File: config.mk
export PLATFORM = sky130hd
export DESIGN_NAME = regb_fifo_wr_arbiter
export DESIGN_NICKNAME = d
export VERILOG_FILES = /design/src/rtl/regb_fifo_pkg.sv /design/src/rtl/regb_rr_pick.sv /design/src/rtl/regb_fifo_wr_arbiter.sv
export SDC_FILE = /design/constraint.sdc
export NUM_CORES = 1
export LEC_CHECK = 0
export ABC_AREA = 0
export CAP_MARGIN = 20
export CORE_MARGIN = 2
export CORE_UTILIZATION = 46
export DETAILED_ROUTE_END_ITERATION = 10
export PLACE_DENSITY = 0.8
export SKIP_CTS_REPAIR_TIMING = 1
export SYNTH_ARGS = -nofsm -noshare
export SYNTH_HDL_FRONTEND = slang
export SYNTH_SLANG_ARGS = --single-unit
File: constraint.sdc
create_clock -name clk -period 3.4 [get_ports clk]
set_clock_uncertainty 0.1 [all_clocks]
set_input_delay 0.68 -clock clk [delete_from_list [all_inputs] [get_ports clk]]
set_output_delay 0.68 -clock clk [all_outputs]
set_load 0.02 [all_outputs]
File: src/rtl/regb_fifo_pkg.sv
// Shared definitions for the register-based FIFO chain and its write arbiter:
// arbiter state encoding, a clog2 helper and default entry geometry.
package regb_fifo_pkg;

  localparam int unsigned DefWidth = 4;
  localparam int unsigned DefDepth = 8;

  typedef enum logic [0:0] {
    StArb,
    StLock
  } arb_state_e;

  // Never returns 0, so a 1-wide index still gets one bit.
  function automatic int unsigned clog2(input int unsigned value);
    int unsigned result;
    result = 0;
    while ((64'd1 << result) < 64'(value)) begin
      result = result + 1;
    end
    if (result == 0) begin
      result = 1;
    end
    return result;
  endfunction

endpackage

File: src/rtl/regb_rr_pick.sv
// Rotating-priority picker: first set bit of req at or above ptr, wrapping,
// returned as both a one-hot vector and an index.
module regb_rr_pick #(
  parameter int unsigned N  = 4,
  parameter int unsigned IW = 2
) (
  input  logic [N-1:0]  req,
  input  logic [IW-1:0] ptr,
  output logic [N-1:0]  onehot,
  output logic [IW-1:0] idx,
  output logic          any
);

  int unsigned pos;

  always_comb begin
    onehot = '0;
    idx    = '0;
    any    = 1'b0;
    pos    = 0;
    for (int k = 0; k < int'(N); k++) begin
      pos = (int'(ptr) + k) % N;
      if (!any && req[pos]) begin
        any         = 1'b1;
        onehot[pos] = 1'b1;
        idx         = IW'(pos);
      end
    end
  end

endmodule

File: src/rtl/regb_fifo_wr_arbiter.sv
// Round-robin write arbiter feeding one register-based FIFO chain from N requesters.
// Define REGB_ARB_BURST_EN to hold the grant on one requester until its req_last beat.
module regb_fifo_wr_arbiter
  import regb_fifo_pkg::*;
#(
  parameter int unsigned WIDTH = DefWidth,
  parameter int unsigned N     = 4,
  parameter int unsigned DEPTH = DefDepth,
  localparam int unsigned OW   = clog2(DEPTH + 1),
  localparam int unsigned IW   = clog2(N)
) (
  input  logic               clk,
  input  logic               res,
  input  logic [N-1:0]       req_valid,
  input  logic [N-1:0]       req_last,
  input  logic [N*WIDTH-1:0] req_data,
  output logic [N-1:0]       req_ready,
  output logic [WIDTH-1:0]   fifo_si,
  output logic               fifo_shift_in,
  input  logic               fifo_shift_out,
  output logic [OW-1:0]      occupancy,
  output logic [IW-1:0]      grant_id,
  output logic               err_underflow
);

  localparam logic [OW-1:0] DepthVal = OW'(DEPTH);
  localparam logic [IW-1:0] LastIdx  = IW'(N - 1);

  arb_state_e       state_q, state_d;
  logic [IW-1:0]    ptr_q, ptr_d;
  logic [IW-1:0]    owner_q, owner_d;
  logic [OW-1:0]    occ_q, occ_d;
  logic [WIDTH-1:0] si_q;
  logic             shift_in_q;
  logic [IW-1:0]    grant_q;
  logic             err_q;

  logic [N-1:0]     eligible;
  logic [N-1:0]     pick_onehot;
  logic [IW-1:0]    pick_idx;
  logic             pick_any;
  logic             has_room;
  logic             accept;
  logic             pop_ok;
  logic [IW-1:0]    next_idx;

  // In LOCK only the burst owner is visible to the picker.
  always_comb begin
    eligible = req_valid;
    if (state_q == StLock) begin
      eligible = req_valid & (N'(1) << owner_q);
    end
  end

  regb_rr_pick #(
    .N  (N),
    .IW (IW)
  ) u_pick (
    .req    (eligible),
    .ptr    (ptr_q),
    .onehot (pick_onehot),
    .idx    (pick_idx),
    .any    (pick_any)
  );

  // A pop in the same cycle does not free a slot early.
  assign has_room  = (occ_q < DepthVal);
  assign accept    = pick_any & has_room & ~res;
  assign req_ready = accept ? pick_onehot : '0;
  assign pop_ok    = fifo_shift_out & (occ_q != '0);
  assign next_idx  = (pick_idx == LastIdx) ? '0 : pick_idx + 1'b1;

  always_comb begin
    state_d = state_q;
    owner_d = owner_q;
    ptr_d   = accept ? next_idx : ptr_q;
`ifdef REGB_ARB_BURST_EN
    if (accept) begin
      if (req_last[pick_idx]) begin
        state_d = StArb;
      end else begin
        state_d = StLock;
        owner_d = pick_idx;
      end
    end
`else
    state_d = StArb;
`endif
  end

`ifndef REGB_ARB_BURST_EN
  logic unused_last;
  assign unused_last = ^req_last;
`endif

  always_comb begin
    occ_d = occ_q;
    unique case ({accept, pop_ok})
      2'b10:   occ_d = occ_q + 1'b1;
      2'b01:   occ_d = occ_q - 1'b1;
      default: occ_d = occ_q;
    endcase
  end

  always_ff @(posedge clk) begin
    if (res) begin
      state_q    <= StArb;
      ptr_q      <= '0;
      owner_q    <= '0;
      occ_q      <= '0;
      si_q       <= '0;
      shift_in_q <= 1'b0;
      grant_q    <= '0;
      err_q      <= 1'b0;
    end else begin
      state_q    <= state_d;
      ptr_q      <= ptr_d;
      owner_q    <= owner_d;
      occ_q      <= occ_d;
      shift_in_q <= accept;
      if (accept) begin
        si_q    <= req_data[pick_idx*WIDTH +: WIDTH];
        grant_q <= pick_idx;
      end
      if (fifo_shift_out && (occ_q == '0)) begin
        err_q <= 1'b1;
      end
    end
  end

  assign fifo_si       = si_q;
  assign fifo_shift_in = shift_in_q;
  assign occupancy     = occ_q;
  assign grant_id      = grant_q;
  assign err_underflow = err_q;

endmodule
-- Yosys cells after proc, flatten, opt, wreduce, memory -nomap -nowiden
Cells that the tools add are included.
- add/sub/neg operators: 6
- order comparisons: 9
- equal/unequal tests: 3
- shift operators: 1
- mux-type cells: 31
- bitwise operators: 7
- reduce and logical (&&, ||, !) cells: 14
- operator list (cell ; count):
    4-bit 2-to-1 mux ; 5
    16-bit by 5-bit variable part select with 4-bit output ; 1
    2-bit by 3-bit < comparator with 1-bit output, second input constant ; 4
    1-bit 2-to-1 mux ; 12
    4-bit bitwise OR ; 3
    2-bit 2-to-1 mux ; 5
    1-bit binary-select mux with 2-bit select ; 4
    1-bit demux with 2-bit select ; 4
    2-bit by 1-bit greater-or-equal comparator with 1-bit output, second input constant ; 4
    1-bit logical AND ; 8
    4-bit case mux with 2 select lines ; 1
    2-bit by 1-bit adder with 2-bit output, second input constant ; 2
    2-bit adder, second input constant ; 2
    4-bit by 1-bit adder with 4-bit output, second input constant ; 1
    2-bit equality test, second input constant ; 2
    4-bit zero test ; 1
    4-bit < comparator, second input constant ; 1
    4-bit nonzero test ; 1
    4-bit by 1-bit subtractor with 4-bit output, second input constant ; 1
    1-bit bitwise AND ; 3
    1-bit zero test ; 3
    2-bit by 1-bit equality test with 1-bit output, second input constant ; 1
    2-bit nonzero test ; 1
    1-bit NOT ; 1
- register bits: 14
- output and inout bits: 16

-- Depth between registers and ports, before layout
- word-level depth: 16
- depth in mapped cells: 13

-- Cells and area by module
From an unflattened synthesis, not the netlist that was laid out.
- cells, all modules: 125
- area total of the unflattened synthesis: 1173.6 um2
- by module, submodules not included (module ; instances ; cells each ; area an instance (um2)):
    regb_fifo_wr_arbiter ; 1 ; 80 ; 754.5
    regb_rr_pick ; 1 ; 45 ; 419.2

-- Worst setup path before layout
No wires, ideal clock.
- path type: register to output
- start: register (tool-made name)
- end: output port req_ready[0]
- arrival time: 2.603 ns
- required time: 2.620 ns
- path slack: 0.017 ns
- cell stages (with the launch flop): 10
- buffers on the path: 2
- cell sequence: dfxtp_1 -> buf_2 -> inv_1 -> ha_1 -> clkbuf_1 -> or3b_1 -> a211o_1 -> a21oi_1 -> o21ai_0 -> a21oi_1
- RTL lines (item ; RTL line ; source):
    end: declaration ; regb_fifo_wr_arbiter.sv:17 ; output logic [N-1:0] req_ready,

-- Worst setup path after layout
- start: input port req_valid[0]
- end: output port req_ready[3]
- longest elaborated chain between the ends: 15
- elaborated cells on any way between the ends: 28
- ends and longest elaborated chain (item ; RTL line ; source):
    start: declaration ; regb_fifo_wr_arbiter.sv:14 ; input logic [N-1:0] req_valid,
    1-bit binary-select mux with 2-bit select ; regb_rr_pick.sv:23 ; if (!any && req[pos]) begin
    1-bit 2-to-1 mux (not written as such) ; regb_rr_pick.sv:23 ;
    1-bit 2-to-1 mux ; regb_rr_pick.sv:23 ;
    1-bit zero test ; regb_rr_pick.sv:23 ;
    1-bit logical AND ; regb_rr_pick.sv:23 ;
    1-bit 2-to-1 mux ; regb_rr_pick.sv:23 ;
    1-bit zero test ; regb_rr_pick.sv:23 ;
    1-bit logical AND ; regb_rr_pick.sv:23 ;
    1-bit 2-to-1 mux ; regb_rr_pick.sv:23 ;
    1-bit zero test ; regb_rr_pick.sv:23 ;
    1-bit logical AND ; regb_rr_pick.sv:23 ;
    1-bit 2-to-1 mux ; regb_rr_pick.sv:23 ;
    1-bit bitwise AND (2 in a row) ; regb_fifo_wr_arbiter.sv:68 ; assign accept = pick_any & has_room & ~res;
    4-bit 2-to-1 mux (*) ; regb_fifo_wr_arbiter.sv:69 ; assign req_ready = accept ? pick_onehot : '0;
Mark *: on every way between the ends. The rest lies on a longest branch, timed or not. The select of a mux whose other input is x is not followed.

==> results.toml <==
[drt]
drt_pass1_iterations = 4
vias = 1341
drtIter0Drc = 78
wl_um = 3589
final_antenna_net_count = 0
drt-wirelength-per-cell_um = 15.60
drt-vias-per-instance = 5.830
drc_errors = 0

[sta]
final-max-slew-violation-count = 0
max_slew_margin_pct = 72.03
holdWs_ns = 0.3993
setup_viol = 0
min_period_over_period_pct = 97.35
hold_viol_final = 0
tightestPinTransition_ns = 0.4172
final_period_minus_worst_setup_slack_ns = 3.310
timing.fmax_mhz = 302.1

[worst_setup_path]
worstRegToRegCells = 9
critPathRequiredTime_ns = 2.62
path_cells = "clkdlybuf4s50_1 -> buf_4 -> mux4_2 -> nor2b_4 -> a22o_1 -> mux2i_1 -> a21oi_1 -> dlymetal6s2s_1"
cp_max_fo = 5
cpMaxStageDelayCell = "clkdlybuf4s50_1"
worst_r2r_endpoint = "fifo_si[2]"
cp-start-kind = "input port"
critical_path_arrival_ns = 2.53
critical_path.n_buffers_inverters = 3
timing.critical_path.max_delay_family = "buffers and inverters"
timing.critical_path.slowest_cell_delay_ns = 0.47
regToRegStartpoint = "ptr_q[1]"
regToRegSetupSlack_ns = 0.88
crit_type = "in -> out"
crit_path_end_kind = "output pin"

[floorplanning]
floorplan.initialDensity_pct = 48.23
dieHeight_um = 57.77
die_width_um = 57.77
top_level_port_count = 43
row_count = 19
core_sq_um = 2758
die_area_sq_um = 3337

[synth]
synth_edf_count = 0
synth_top_flop_cell = "dfxtp_1"
synthesis.yosys.warnings = 0
postSynthRegisterBits = 14
syn_area_per_cell_sq_um = 9.048
mapped_nets = 185
sequential_share_of_the_synthesized_area_pct = 21.07
synth.distinct_cells = 41
synth_area_sq_um = 1330
post_synth_inst_count = 147
ys_async_sr_fraction_pct = 0

[clock_network]
cts.clk_slew.worst_paths_ns = 0.09
clock_tree_from_tritoncts = "built"
clockRootBuffer = "clkbuf_4"
insertion_delay_ns = 0.29
number_of_buffers_inserted_during_clock_tree_synthesis = 3
cts_max_level = 1
cts-root-to-sink-buffers = 2
clock-sinks = 14

[cells_and_area]
final_cell_area_sq_um = 1884
final_cell_count_no_fill = 230
layout_common_cells = "clkdlybuf4s50_1, buf_4, dfxtp_1, nor2_1, ha_1"
util_after_layout_pct = 68.33
antenna_cells_inserted = 0
syn2layout_area_growth_pct = 41.67
drive_above_1_share_pct = 23.62
final_nets = 238
nFillCells = 224
most_common_library_cell_in_the_layout_ignoring_fill_and_taps = "clkdlybuf4s50_1"

[placement]
gp_routability_congestion = 0.8317
dpl.cell_count = 226
place.detailed.hpwl_um = 2734
buffer_ports.inserted = 38
area_post_placement_sq_um = 1829

[power_and_ir_drop]
power-per-cell-area_nw_per_um2 = 813.1
leakagePower_nw = 0.8085
ir_worst_vdd_uv = 592.9
power.switching_fraction_pct = 45.29
intPower_mw = 0.8382
total_power_mw = 1.532
share_comb_of_total_power_pct = 73.5
net-switching-power_mw = 0.6939
power.clock.fraction_pct = 8.2
share_seq_of_total_power_pct = 18.3

[flow_run]
drv_cap = 0

[grt]
grt_antenna_before_repair = 0
grt.total_usage_pct = 22.83
grt_pass1_vias = 1326
global_route.overflow_total = 0
grt_start_max_net_pins = 16
grt_pass1_wl_um = 5996

[outcome]
outcome = "complete, no violations"

[min_path]
hold_class = "reg -> reg"
worstHoldEndpoint = "err_underflow"
worst_hold_path.num_cells = 2
hold_start = "err_underflow"
[synthesized netlist by cell type, types with 3 or more instances]
| cell | count | area, sq um |
|---|---|---|
| nor3_1 | 4 | 20.02 |
| inv_1 | 4 | 15.01 |
| mux2i_1 | 10 | 100.1 |
| nor4_1 | 3 | 18.77 |
| ha_1 | 11 | 137.6 |
| o311ai_2 | 4 | 65.06 |
| dfxtp_1 | 14 | 280.3 |
| a21oi_1 | 12 | 60.06 |
| xor2_1 | 3 | 26.28 |
| a21boi_0 | 4 | 30.03 |
| o21ai_0 | 8 | 40.04 |
| a22o_1 | 4 | 35.03 |
| and3_1 | 4 | 25.02 |
| clkbuf_1 | 5 | 18.77 |
| buf_6 | 5 | 56.30 |
| mux4_2 | 3 | 67.56 |
| nor2_1 | 12 | 45.04 |
| nand3_1 | 5 | 25.02 |
| o221ai_1 | 4 | 35.03 |
[layer usage]
layer	vias up	track usage, %	routed length (um)
met3	4	3.348	129
met1	644	26.83	1491
met5	-	0	0
li1	655	-	-
met4	0	7.641	29
met2	38	42.05	1938
[worst min-delay path: stages (launching register included)]
cell     delay, ns
dfxtp_1       0.35
a21oi_1       0.04
nor2_1        0.07
[metrics by stage]
| stage | setup slack, ns | setup TNS, ns |
|---|---|---|
| final | 0.09013 | 0 |
| after global routing | -0.008851 | -0.009750 |
| after CTS | -0.3848 | -1.445 |
| after detailed placement | -0.3794 | -1.595 |
| after global placement | -0.2988 | -1.251 |
| after floorplan | 0.01666 | 0 |
[state kept, by name, indices dropped and copies added, names as in the netlist, named ones only]
register       cells
fifo_si            4
occupancy          4
grant_id           2
err_underflow      1
fifo_shift_in      1
ptr_q              1
[power by group through the flow]
stage | logic, mW | clock network, mW | registers [mW]
final | 1.13 | 0.125 | 0.280
after global routing | 1.23 | 0.133 | 0.288
after CTS | 1.14 | 0.124 | 0.279
after detailed placement | 1.13 | 0 | 0.280
after global placement | 1.09 | 0 | 0.275
after floorplan | 0.697 | 0 | 0.343
[logic make-up after synthesis]
kind of cell               Yosys count  synth area share (%)
and+or+nand+nor                     42                 17.87
xor gates and xnor gates             4                 2.635
AOI/OAI and AO/OA                   45                 26.81
buffers and inverters               17                 7.807
adders and majority gates           11                 10.35
muxes                               14                 13.45
DFF                                 14                 21.07
[area by class of cell]
class | count | area [sq um] | area share (%)
well taps | 31 | 38.79 | 2.058
multi-input cells | 116 | 970.9 | 51.53
repair buffers | 60 | 539.3 | 28.62
clock buffers | 4 | 36.28 | 1.926
flip-flops and latches | 14 | 280.3 | 14.87
inverters | 5 | 18.77 | 0.9960
[how the worst max path moves through the flow]
| stage | start | to | slack (ns) | cells past startpoint |
|---|---|---|---|---|
| after floorplan | flop | req_ready[0] | 0.02 | 9 |
| after global placement | req_valid[2] | req_ready[1] | -0.30 | 7 |
| after detailed placement | req_valid[2] | req_ready[1] | -0.38 | 7 |
| after CTS | req_valid[2] | req_ready[1] | -0.38 | 7 |
| after global routing | req_valid[3] | occupancy[2] | -0.009 | 14 |
| final | req_valid[0] | req_ready[3] | 0.09 | 8 |
Note: power is estimated with default switching activity, not from simulation.
